File: src/rtl/sram_mem_controller.sv
// sram_mem_controller
// Data-memory responder for the MEM stage. Each 32-bit pipeline word is stored as two
// 16-bit half-words on an external asynchronous SRAM (low half at even half-word address,
// high half at odd). ready drops while an access is in flight so the pipeline freezes.
//
// Ports:
//   clk, rst                 clock (rising edge), synchronous active-high reset
//   wr_en, rd_en             store / load request, held stable while ready=0
//   address, write_data      byte address (ALU result) and store data
//   read_data                registered load result
//   ready                    1 = no access pending or access completing this cycle
//   sram_addr                half-word address
//   sram_dq_out, sram_dq_in  SRAM write / read data
//   sram_dq_oe               1 = controller drives DQ
//   sram_we_n, sram_oe_n     active-low write / output enables
//   sram_ce_n/ub_n/lb_n      tied low (chip always selected, both bytes)
module sram_mem_controller #(
    parameter int unsigned DATA_W    = 32,
    parameter int unsigned SRAM_DW   = 16,
    parameter int unsigned SRAM_AW   = 18,
    parameter int unsigned ADDR_BASE = 1024,
    parameter int unsigned WAIT_CYC  = 1
) (
    input  logic               clk,
    input  logic               rst,
    input  logic               wr_en,
    input  logic               rd_en,
    input  logic [31:0]        address,
    input  logic [DATA_W-1:0]  write_data,
    output logic [DATA_W-1:0]  read_data,
    output logic               ready,
    output logic [SRAM_AW-1:0] sram_addr,
    output logic [SRAM_DW-1:0] sram_dq_out,
    input  logic [SRAM_DW-1:0] sram_dq_in,
    output logic               sram_dq_oe,
    output logic               sram_we_n,
    output logic               sram_oe_n,
    output logic               sram_ce_n,
    output logic               sram_ub_n,
    output logic               sram_lb_n
);

    typedef enum logic [2:0] {StIdle, StWrLo, StWrHi, StRdLo, StRdHi, StDone} state_e;

    localparam int unsigned CntW = (WAIT_CYC > 0) ? $clog2(WAIT_CYC + 1) : 1;

    state_e              state_q, state_d;
    logic [CntW-1:0]     wait_q, wait_d;
    logic [DATA_W-1:0]   read_data_q;
    logic                last_cyc;
    logic [31:0]         offset;
    logic [SRAM_AW-2:0]  word;
    logic                unused_offset;

    // Word index relative to the base, wrapped to the SRAM size.
    assign offset        = address - 32'(ADDR_BASE);
    assign word          = offset[SRAM_AW:2];
    assign unused_offset = ^{offset[31:SRAM_AW+1], offset[1:0]};

    // Each half-word access lasts WAIT_CYC+1 cycles; the final one is the hold cycle.
    assign last_cyc = (wait_q == CntW'(WAIT_CYC));

    // State register
    always_ff @(posedge clk) begin
        if (rst) begin
            state_q <= StIdle;
            wait_q  <= '0;
        end else begin
            state_q <= state_d;
            wait_q  <= wait_d;
        end
    end

    // Next-state logic; the wait counter clears whenever a state is (re)entered.
    always_comb begin
        state_d = state_q;
        wait_d  = '0;
        unique case (state_q)
            StIdle: begin
                if (wr_en)      state_d = StWrLo;
                else if (rd_en) state_d = StRdLo;
            end
            StWrLo: begin
                if (last_cyc) state_d = StWrHi;
                else          wait_d  = wait_q + CntW'(1);
            end
            StWrHi: begin
                if (last_cyc) state_d = StDone;
                else          wait_d  = wait_q + CntW'(1);
            end
            StRdLo: begin
                if (last_cyc) state_d = StRdHi;
                else          wait_d  = wait_q + CntW'(1);
            end
            StRdHi: begin
                if (last_cyc) state_d = StDone;
                else          wait_d  = wait_q + CntW'(1);
            end
            StDone:  state_d = StIdle;
            default: state_d = StIdle;
        endcase
    end

    // Output logic
    always_comb begin
        ready       = 1'b0;
        sram_addr   = '0;
        sram_dq_out = '0;
        sram_dq_oe  = 1'b0;
        sram_we_n   = 1'b1;
        sram_oe_n   = 1'b1;
        unique case (state_q)
            StIdle: ready = ~(wr_en | rd_en);
            StWrLo: begin
                sram_addr   = {word, 1'b0};
                sram_dq_out = write_data[SRAM_DW-1:0];
                sram_dq_oe  = 1'b1;
                // WE rises for the last cycle so addr/data hold across its rising edge
                sram_we_n   = last_cyc;
            end
            StWrHi: begin
                sram_addr   = {word, 1'b1};
                sram_dq_out = write_data[DATA_W-1:SRAM_DW];
                sram_dq_oe  = 1'b1;
                sram_we_n   = last_cyc;
            end
            StRdLo: begin
                sram_addr = {word, 1'b0};
                sram_oe_n = 1'b0;
            end
            StRdHi: begin
                sram_addr = {word, 1'b1};
                sram_oe_n = 1'b0;
            end
            StDone:  ready = 1'b1;
            default: ready = 1'b0;
        endcase
    end

    // Read capture: each half is sampled in the last cycle of its access.
    always_ff @(posedge clk) begin
        if (rst) begin
            read_data_q <= '0;
        end else if (last_cyc && state_q == StRdLo) begin
            read_data_q[SRAM_DW-1:0] <= sram_dq_in;
        end else if (last_cyc && state_q == StRdHi) begin
            read_data_q[DATA_W-1:SRAM_DW] <= sram_dq_in;
        end
    end

    assign read_data = read_data_q;
    assign sram_ce_n = 1'b0;
    assign sram_ub_n = 1'b0;
    assign sram_lb_n = 1'b0;

endmodule
File: config.mk
export PLATFORM = sky130hd
export DESIGN_NAME = sram_mem_controller
export DESIGN_NICKNAME = d
export VERILOG_FILES = /design/src/rtl/sram_mem_controller.sv
export SDC_FILE = /design/constraint.sdc
export NUM_CORES = 1
export LEC_CHECK = 0
export ABC_AREA = 1
export CORE_ASPECT_RATIO = 1.5
export CORE_MARGIN = 8
export CORE_UTILIZATION = 36
export DETAILED_ROUTE_END_ITERATION = 8
export PLACE_DENSITY = 0.88
export SETUP_SLACK_MARGIN = 0.1
export SYNTH_ARGS = -nofsm -noshare
export SYNTH_HDL_FRONTEND = slang
export SYNTH_SLANG_ARGS = --single-unit
export TNS_END_PERCENT = 50
File: constraint.sdc
create_clock -name clk -period 4.1 [get_ports clk]
set_input_delay 0.82 -clock clk [delete_from_list [all_inputs] [get_ports clk]]
set_output_delay 0.82 -clock clk [all_outputs]
set_load 0.03 [all_outputs]
==> reports/results.tsv <==
stage	metric	value	unit
outcome	status	complete, no violations	
route	post-DR vias/cell	4.73	
clock_tree	Root Buffer	clkbuf_8	
synthesis	Synth area leader	dfxtp_1	
grt	first-pass GRT wire length	11800	µm
worst_setup_path	Worst setup SP type	input port	
route	routed len/inst	14.1	µm
timing	Post-Route Skew	6.17	ps
worst_setup_path	R2R Setup Slk	2090	ps
timing	Final Hold Viols	0	
timing	slack of the critical path	452	ps
synthesis	post-synthesis sequential area ratio	0.369	
place	Port Buffers	138	
worst_hold_path	worst hold path type	reg2reg	
timing	Max Slew Vio Count	0	
worst_setup_path	kind of end point of the critical path	output port	
die	IO Count	157	
synthesis	synth unique cells	24	
worst_hold_path	Min-Delay Path Depth	2	
worst_hold_path	Hold EP	read_data[30]	
timing	FMAX	274	MHz
pwr	VDD IR max	0.476	mV
grt	largest net degree at the start of global routing	33	
run	max_cap viols	0	
clock_tree	CTS resizes	0	
route	number of antenna-violating nets in the routed design	0	
timing	RSZ-0062 raised after global routing	no	
timing	Slew headroom	0.342	
worst_setup_path	Worst R2R Start	last_cyc	
place	gpl congestion	0.830	
clock_tree	TritonCTS clock tree	done	
layout	synth-to-layout area growth	76.6	%
clock_tree	postcts setup bufs	0	
place	Area after DPL	3350	µm²
clock_tree	Num CTS Buffers	5	
die	CORE AREA	5370	µm²
clock_tree	htree depth	2	
worst_setup_path	Setup CP Type	in2out	
route	Pre-antenna DRT Iters	4	
timing	period utilisation layout	0.890	
die	Starting Density	0.364	
layout	Final Util	0.644	
place	worst slack, placed	476	ps
layout	Design Area, Final	3450	µm²
synthesis	synth top area cells	dfxtp_1 37%, inv_1 15%, a21oi_1 10%	
timing	min Tclk post-route	3650	ps
worst_setup_path	R2R depth	4	
layout	ratio of cells with drive above 1 in the final layout	0.0416	
timing	Total Neg Setup Slack	0	ps
route	Routed WL	7070	µm
route	Vias	2380	
synthesis	Synth Register Bits	36	
pwr	leakage dissipation	1.45	nW
pwr	PwrDens	580	nW/µm²
worst_hold_path	worst min-delay path startpoint	read_data[30]	
place	placed wire-length estimate	5860	µm
clock_tree	Worst-path clk slew	70	ps
worst_setup_path	Worst Path Max Fanout	4	
worst_setup_path	FF-to-FF End	read_data[17]	
layout	# diodes	0	
layout	most frequent cells in the layout	138 x clkdlybuf4s50_1, 78 x inv_1, 39 x a21oi_1	
layout	# nets final	517	
clock_tree	CTS Hold Bufs	0	
synthesis	average size of a mapped cell	6.50	µm²
die	row count	33	
grt	vias in the first global route	2547	
die	Die W	76.2	µm
grt	initial antenna violation count	0	
clock_tree	CTS Buffer Depth	2	
layout	commonest non-fill, non-tap cell in the layout	clkdlybuf4s50_1	
timing	worst-margin pin slew	985	ps
grt	GRT overflow	0	
grt	Total Routing Usage GR	0.175	
synthesis	Mapped Area	1960	µm²
worst_setup_path	Worst EP required	3280	ps
die	DIE AREA	8100	µm²
timing	setup violators final	0	
die	Chip Height	106	µm
synthesis	YS warnings	0	
route	Iter 0 DRT Violations	102	
clock_tree	CTS sink cnt	36	
clock_tree	Skew-Pair Late Insertion Delay	280	ps
worst_setup_path	Worst EP arrival	2830	ps
synthesis	Post-Synthesis Cells	301	
route	DRC Markers	0	
synthesis	Yosys top cell area share	0.369	
layer usage:
metal  vias up  share of wire  GRT usage
met5         -              0          0
met4         0          0.011     0.0539
met3         8           0.13      0.103
met2       125           0.48      0.303
met1      1044           0.38      0.171
li1       1203              -          -
worst max-delay path, stage by stage:
cell and delay [ps]:
clkdlybuf4s50_1 440, inv_1 100, ha_1 160, nand2_1 80
nor2_1 220, nand3_1 140, a21oi_1 170, clkdlybuf4s50_1 700
layout make-up:
cell class | count | area [µm²]
multi-input cells | 170 | 850
well taps | 70 | 87.6
clock inverters | 2 | 35.0
clock buffers | 6 | 72.6
repair buffers | 139 | 1390
inverters | 80 | 300
fillers | 461 | 1910
flip-flops and latches | 36 | 721
flip-flops by register name (all words and copies together), names as in the netlist:
signal / flops
last_cyc: 1
read_data: 32
state_q: 3
worst max-delay path by stage:
stage | startpoint | to | slack, ps | depth (start not counted)
after global routing | address[10] | sram_addr[15] | 300 | 8
after floorplan | address[10] | sram_addr[17] | 1250 | 6
after global placement | address[10] | sram_addr[15] | 530 | 8
after CTS | address[10] | sram_addr[15] | 470 | 8
after detailed placement | address[10] | sram_addr[15] | 480 | 8
final | address[10] | sram_addr[15] | 450 | 8
cell families after synthesis:
| family | count (synthesis) | synth area share |
|---|---|---|
| fa+ha+maj | 1 | 0.00640 |
| flops | 36 | 0.369 |
| other cells | 1 | 0.00192 |
| compound gates | 78 | 0.217 |
| buf+inv | 97 | 0.201 |
| simple gates | 88 | 0.205 |
report_power, final:
| part | internal, W | switching, W | total [W] |
|---|---|---|---|
| registers | 0.000388 | 0.0000340 | 0.000422 |
| logic | 0.000487 | 0.000792 | 0.00128 |
| clock network | 0.000180 | 0.000121 | 0.000302 |
| total | 0.00105 | 0.000948 | 0.00200 |
metrics by stage:
step	instances	total power (W)	hold slack [ps]
finish	503	0.00200	446
global route	503	0.00214	471
CTS	503	0.00203	447
detailed placement	495	0.00172	437
global placement	495	0.00170	431
floorplan	303	0.00120	513
cells in the mapped netlist (all sizes together):
cell,n
nor3,6
conb,1
or2,1
clkbuf,6
o31ai,2
o22ai,16
nor2,25
a21oi,40
buf,11
nand3,23
inv,80
ha,1
o211ai,2
nand4,1
o21ai,18
nand2,32
dfxtp,36
Note: power is estimated with default switching activity, not from simulation.
